--- src/rtl/gb_cpu_common_pkg.sv ---
// Shared types for the Game Boy CPU core: per-M-cycle control word and the
// decoder's instruction schedule.
package gb_cpu_common_pkg;

  typedef enum logic [4:0] {
    ALU_NOP  = 5'd0,
    ALU_ADD  = 5'd1,
    ALU_ADC  = 5'd2,
    ALU_SUB  = 5'd3,
    ALU_SBC  = 5'd4,
    ALU_AND  = 5'd5,
    ALU_XOR  = 5'd6,
    ALU_OR   = 5'd7,
    ALU_CP   = 5'd8,
    ALU_INC  = 5'd9,
    ALU_DEC  = 5'd10,
    ALU_RLCA = 5'd11,
    ALU_RRCA = 5'd12,
    ALU_RLA  = 5'd13,
    ALU_RRA  = 5'd14,
    ALU_DAA  = 5'd15,
    ALU_CPL  = 5'd16,
    ALU_SCF  = 5'd17,
    ALU_CCF  = 5'd18
  } alu_op_e;

  typedef enum logic [1:0] {
    ADDR_PC  = 2'd0,
    ADDR_SP  = 2'd1,
    ADDR_HL  = 2'd2,
    ADDR_WZ  = 2'd3
  } addr_src_e;

  typedef enum logic [1:0] {
    BUS_NONE  = 2'd0,
    BUS_READ  = 2'd1,
    BUS_WRITE = 2'd2
  } bus_op_e;

  typedef enum logic [1:0] {
    IDU_NONE = 2'd0,
    IDU_INC  = 2'd1,
    IDU_DEC  = 2'd2
  } idu_op_e;

  typedef struct packed {
    alu_op_e    alu_opcode;
    addr_src_e  addr_src;
    bus_op_e    bus_op;
    idu_op_e    idu_op;
    logic [3:0] reg_wr_sel;
    logic [3:0] reg_rd_sel;
    logic       cc_check;
    logic [1:0] cc_sel;
    logic [1:0] ime_op;
  } control_signals_t;

  typedef struct packed {
    logic [2:0]                   m_cycles;
    logic                         cb_prefix_next;
    control_signals_t [0:5]       instruction_controls;
  } schedule_t;

endpackage

--- src/rtl/gb_cpu_scheduler.sv ---
// Per-M-cycle sequencer: registers the next M-cycle index and the CB-table flag,
// and muxes out the control word for the cycle the next index selects.
module gb_cpu_scheduler
  import gb_cpu_common_pkg::*;
(
  input  logic             clk,
  input  logic             reset,
  input  schedule_t        schedule,
  input  logic [2:0]       curr_m_cycle,
  input  logic             cond_not_met,
  output control_signals_t control_next,
  output logic [2:0]       next_m_cycle,
  output logic             cb_prefix_o
);

  logic [2:0] next_m_cycle_d, next_m_cycle_q;
  logic       cb_prefix_d, cb_prefix_q;
  logic [2:0] last;
  logic [2:0] idx;
  logic       early_end;
  logic       end_of_instr;

  // Only six control entries exist, so indices 6-7 collapse onto the last one.
  function automatic logic [2:0] clamp5(input logic [2:0] v);
    return (v > 3'd5) ? 3'd5 : v;
  endfunction

  always_comb begin
    last           = clamp5(schedule.m_cycles);
    idx            = clamp5(curr_m_cycle);
    early_end      = cond_not_met && schedule.instruction_controls[idx].cc_check;
    // An index past the end is treated as a boundary so a bad index recovers.
    end_of_instr   = (curr_m_cycle >= last) || early_end;
    next_m_cycle_d = end_of_instr ? 3'd0 : (curr_m_cycle + 3'd1);
    cb_prefix_d    = end_of_instr ? schedule.cb_prefix_next : cb_prefix_q;
    control_next   = schedule.instruction_controls[next_m_cycle_d];
  end

  always_ff @(posedge clk or negedge reset) begin
    if (!reset) begin
      next_m_cycle_q <= 3'd0;
      cb_prefix_q    <= 1'b0;
    end else begin
      next_m_cycle_q <= next_m_cycle_d;
      cb_prefix_q    <= cb_prefix_d;
    end
  end

  assign next_m_cycle = next_m_cycle_q;
  assign cb_prefix_o  = cb_prefix_q;

endmodule

--- config.mk ---
export PLATFORM = sky130hd
export DESIGN_NAME = gb_cpu_scheduler
export DESIGN_NICKNAME = d
export VERILOG_FILES = /design/src/rtl/gb_cpu_common_pkg.sv /design/src/rtl/gb_cpu_scheduler.sv
export SDC_FILE = /design/constraint.sdc
export NUM_CORES = 1
export LEC_CHECK = 0
export ABC_CLOCK_PERIOD_IN_PS = 3600
export CORE_MARGIN = 5
export CORE_UTILIZATION = 24
export CTS_CLUSTER_DIAMETER = 30
export DETAILED_ROUTE_END_ITERATION = 12
export GPL_ROUTABILITY_DRIVEN = 0
export PLACE_DENSITY = 0.83
export SYNTH_ARGS = -nofsm -noshare
export SYNTH_HDL_FRONTEND = slang
export SYNTH_SLANG_ARGS = --single-unit
--- constraint.sdc ---
create_clock -name clk -period 3.6 [get_ports clk]
set_clock_uncertainty 0.2 [all_clocks]
set_input_delay 0.54 -clock clk [delete_from_list [all_inputs] [get_ports clk]]
set_output_delay 0.54 -clock clk [all_outputs]
set_load 0.005 [all_outputs]
## Word-level counts from Yosys, hierarchy flattened

Index checks and enable logic that the tools add are counted.

| cells by class | value |
|---|---|
| $add $sub $neg | 1 |
| magnitude comparators | 5 |
| muxes and demuxes | 9 |
| bitwise logic cells | 2 |
| reduce and logical (&&, ||, !) cells | 2 |

Operators with widths:

| cell | count |
|---|---|
| 24-bit binary-select mux with 3-bit select | 2 |
| 24-bit two-way mux | 2 |
| 5-bit two-way mux | 2 |
| 3-bit two-way mux | 3 |
| 4-bit greater-or-equal comparator, second input constant | 2 |
| 3-bit inverter with 4-bit output | 2 |
| 3-bit greater-than comparator, second input constant | 2 |
| 3-bit by 1-bit adder with 3-bit output, second input constant | 1 |
| 3-bit greater-or-equal comparator | 1 |
| 1-bit logical AND | 1 |
| 1-bit logical OR | 1 |

| word-level totals | value |
|---|---|
| register bits | 4 |
| input port bits | 154 |
| output and inout port bits | 28 |
| word-level logic and storage cells | 21 |

## Longest topological paths before layout

Gate-level depths: netlist of run 1.

| logic depth | value |
|---|---|
| depth after elaboration | 13 |
| mapped depth | 9 |
| gate-level depth less buffers | 8 |

## Least setup slack after synthesis of run 1

No wires, ideal clock.

| timing path | value |
|---|---|
| path type | input to output |
| start point | in schedule[146] in the netlist's numbering |
| end point | out control_next[14] in the netlist's numbering |
| arrival | 2.218 ns |
| data required time | 2.860 ns |
| path slack | 0.642 ns |
| cell stages on the path | 8 |
| cells stage by stage | a21o_1 -> ha_1 -> nor2b_1 -> o21ai_1 -> a311o_1 -> buf_6 -> a222oi_1 -> nand2_1 |

RTL lines:

| what | RTL line | text |
|---|---|---|
| start: declaration | gb_cpu_scheduler.sv:8 | `input schedule_t schedule,` |
| end: declaration | gb_cpu_scheduler.sv:11 | `output control_signals_t control_next,` |

==> reports/summary.txt, run 1 <==
outcome: complete, no violations
CTS Hold Buffers Added: 0
fin. max-slew vios: 0
reg-to-reg critical path startpoint: cb_prefix_o
clock-pin transition on the worst setup and hold timing paths: 0.03 ns
Syn Area/Cell: 8.01 um^2
WP data required: 2.86 ns
Clock Path Buffers: 2
FF-to-FF End: cb_prefix_o
synthesis-to-layout area growth: 181%
first-pass GRT wire length: 11600 um
layout cell share with drive strength beyond 1: 27.0%
drt total wl: 8250 um
HP Start: cb_prefix_o
CTS root buf: clkbuf_8
Setup TNS Final: 0 ns
Routed WL per cell: 18.9 um
initial antenna violation count: 0
VDD IR max: 151 uV
Mapped Nets: 316
Power Dens Cells: 189 nW/um^2
Final Critical Period: 3.51 ns
Crit Path Category: in -> out
synthesized flop and latch total: 4
ANT cells: 0
port bufs: 181
largest net degree at the start of global routing: 15
DRT iter0 DRCs: 185
cell leakage power: 0.00146 uW
R2R Setup Slk: 2.67 ns
Clk Latency, worst-skew pair: 0.22 ns
hold endpoint: cb_prefix_o
post-DP HPWL: 6650 um
# rows: 26
DRC: 0
DRT Pass-1 Iters: 5
R2R cell count: 1
Routed Antenna Nets: 0
max-cap violations: 0
Placed Cells incl. Taps: 425
final worst-path cycle share: 97.4%
die area: 6790 um^2
CP arrival: 2.77 ns
GRT Resource Usage Total: 22.0%
via count: 2346
pre-CTS WS: -0.527 ns
Hold WC Path Type: reg -> reg
CP Capture Type: output port
CORE AREA: 5110 um^2
synth warn: 0
drt via density: 5.37
Slew HR: 69.5%
final cell count without fillers: 437
Netlist cell types: 33
vias in the first global route: 2460
# clock sinks: 4
CTS tree: done
final hold viol count: 0
post-synthesis cell count: 157
Final Net Count: 528
register area share after synthesis: 7.96%
die height: 82.4 um
setup slack after layout: 0.0943 ns
num ports: 182
Hold Crit Depth: 1
Die W: 82.4 um
critical path peak fanout: 5
Fmax: 0.285 GHz
Synth Cell Area: 1260 um^2
critical path startpoint category: input port
worst slew pin tran: 0.456 ns
# setup viols final: 0
H-Tree Depth: 1
Initial Util: 24.6%
global route total overflow: 0
cts bufs inserted: 3
-- report_power, final --
part | internal (uW) | switching (uW) | leakage (uW)
combinational | 334 | 186 | 0.00138
clock | 71.5 | 25.4 | 0.0000216
sequential | 50.3 | 1.51 | 0.0000514
-- cell families (layout without fill, tap and decap cells) --
logic type | count (synthesis) | in the layout | share of synthesized area (%)
AOI/OAI and AO/OA | 58 | 58 | 39.4
xor gates and xnor gates | 2 | 2 | 1.39
adders and majority gates | 5 | 5 | 4.98
buffers and inverters | 17 | 227 | 6.47
DFF | 4 | 4 | 7.96
muxes | 25 | 25 | 22.4
and+or+nand+nor | 46 | 46 | 17.4
-- state kept, by name, indices dropped and copies added (netlist names) --
name          flops
next_m_cycle      3
cb_prefix_o       1
-- worst max-delay path: stages --
cell             delay, ns
clkdlybuf4s50_1       0.43
nor2b_4               0.14
a2111oi_4             0.21
a311oi_2              0.08
a311o_2               0.44
buf_4                 0.16
buf_6                 0.12
a222oi_1              0.31
nand2_1               0.10
clkdlybuf4s15_1       0.23
-- area by class of cell --
| cell class | count | area (um^2) |
|---|---|---|
| Clock buffer | 3 | 41.3 |
| Fill cell | 419 | 1580 |
| Inverter | 3 | 11.3 |
| Multi-Input combinational cell | 136 | 1180 |
| Sequential cell | 4 | 100 |
| Tap cell | 70 | 87.6 |
| Timing Repair Buffer | 221 | 2110 |
-- Yosys cell counts (all sizes together) --
master / number / share of area (%)
a221oi: 2 / 1.4
nand3: 3 / 1.2
a22oi: 23 / 14
a21oi: 1 / 0.40
nor3: 2 / 0.80
o211ai: 1 / 0.60
xnor2: 1 / 0.70
a32oi: 1 / 0.70
a31oi: 2 / 0.99
a222oi: 21 / 17
a311o: 1 / 0.80
o31ai: 1 / 0.99
o21ai: 1 / 0.40
ha: 5 / 5.0
nand2: 31 / 9.3
dfrtp: 4 / 8.0
nor2: 2 / 0.60
inv: 3 / 0.90
mux2: 25 / 22
nor4: 4 / 3.5
a311oi: 1 / 0.70
a21o: 1 / 0.60
buf: 5 / 2.9
a2111oi: 2 / 1.4
xor2: 1 / 0.70
clkbuf: 9 / 2.7
nor2b: 2 / 0.99
or2: 1 / 0.50
nor3b: 1 / 0.60
-- per-layer routing --
metal / routed length, um / track usage (%) / share of wire (%)
met5: 0 / 0 / 0
met2: 4500 / 42.9 / 55
met1: 2920 / 24.1 / 35
met3: 746 / 4.56 / 9.0
met4: 84 / 4.15 / 1.0
-- cells in the final DEF, fill, tap and decap left out, types with 2 or more instances in the layout --
cell and n:
a221oi_2 2, a222oi_1 21, a22oi_1 23, buf_12 2, buf_2 9, buf_4 31
buf_6 6, clkbuf_2 5, clkbuf_8 3, clkdlybuf4s15_1 10, clkdlybuf4s50_1 149, dfrtp_1 4
dlygate4sd2_1 4, dlymetal6s2s_1 3, ha_1 5, inv_1 2, mux2_2 24, nand2_1 31
nand3_1 3, nor2_1 2, nor4_4 3
-- timing repair --
item / in CTS / in global routing
gates cloned: 2 / 0
pin swaps: 42 / 16
setup buffers: 5 / 2
endpoints found under the setup margin: 24 / 24
resized for setup: 82 / 26
-- how the worst max path moves through the flow --
| stage | end | slack, ns | cells after the start | start |
|---|---|---|---|---|
| floorplan | control_next[14] | 0.64 | 8 | schedule[146] |
| global placement | control_next[10] | -0.43 | 9 | curr_m_cycle[1] |
| detailed placement | control_next[10] | -0.53 | 9 | curr_m_cycle[1] |
| CTS | control_next[4] | -0.06 | 12 | curr_m_cycle[1] |
| global route | control_next[23] | -0.08 | 10 | curr_m_cycle[2] |
| finish | control_next[8] | 0.09 | 10 | schedule[100] |
-- per-stage QoR --
stage          utilization [%]  cell area (um^2)  power [uW]  hold WS (ns)
2_1_floorplan                -              1260         211        0.0444
3_3_place_gp              65.9              3360         545         0.289
3_5_place_dp              65.9              3360         553         0.299
4_1_cts                   68.2              3480         660         0.302
5_1_grt                   69.2              3530         709         0.305
6_report                  69.2              3530         668         0.297
(Power assumes the default switching activity.)
==> inputs of run 2 (changes only) <==
--- a/config.mk
+++ b/config.mk
@@ -8,7 +8,6 @@
 export ABC_CLOCK_PERIOD_IN_PS = 3600
 export CORE_MARGIN = 5
 export CORE_UTILIZATION = 24
-export CTS_CLUSTER_DIAMETER = 30
 export DETAILED_ROUTE_END_ITERATION = 12
 export GPL_ROUTABILITY_DRIVEN = 0
 export PLACE_DENSITY = 0.83
==> results of run 2 <==
Same layout as run 1: the final DEF is identical, and so are final timing and power.
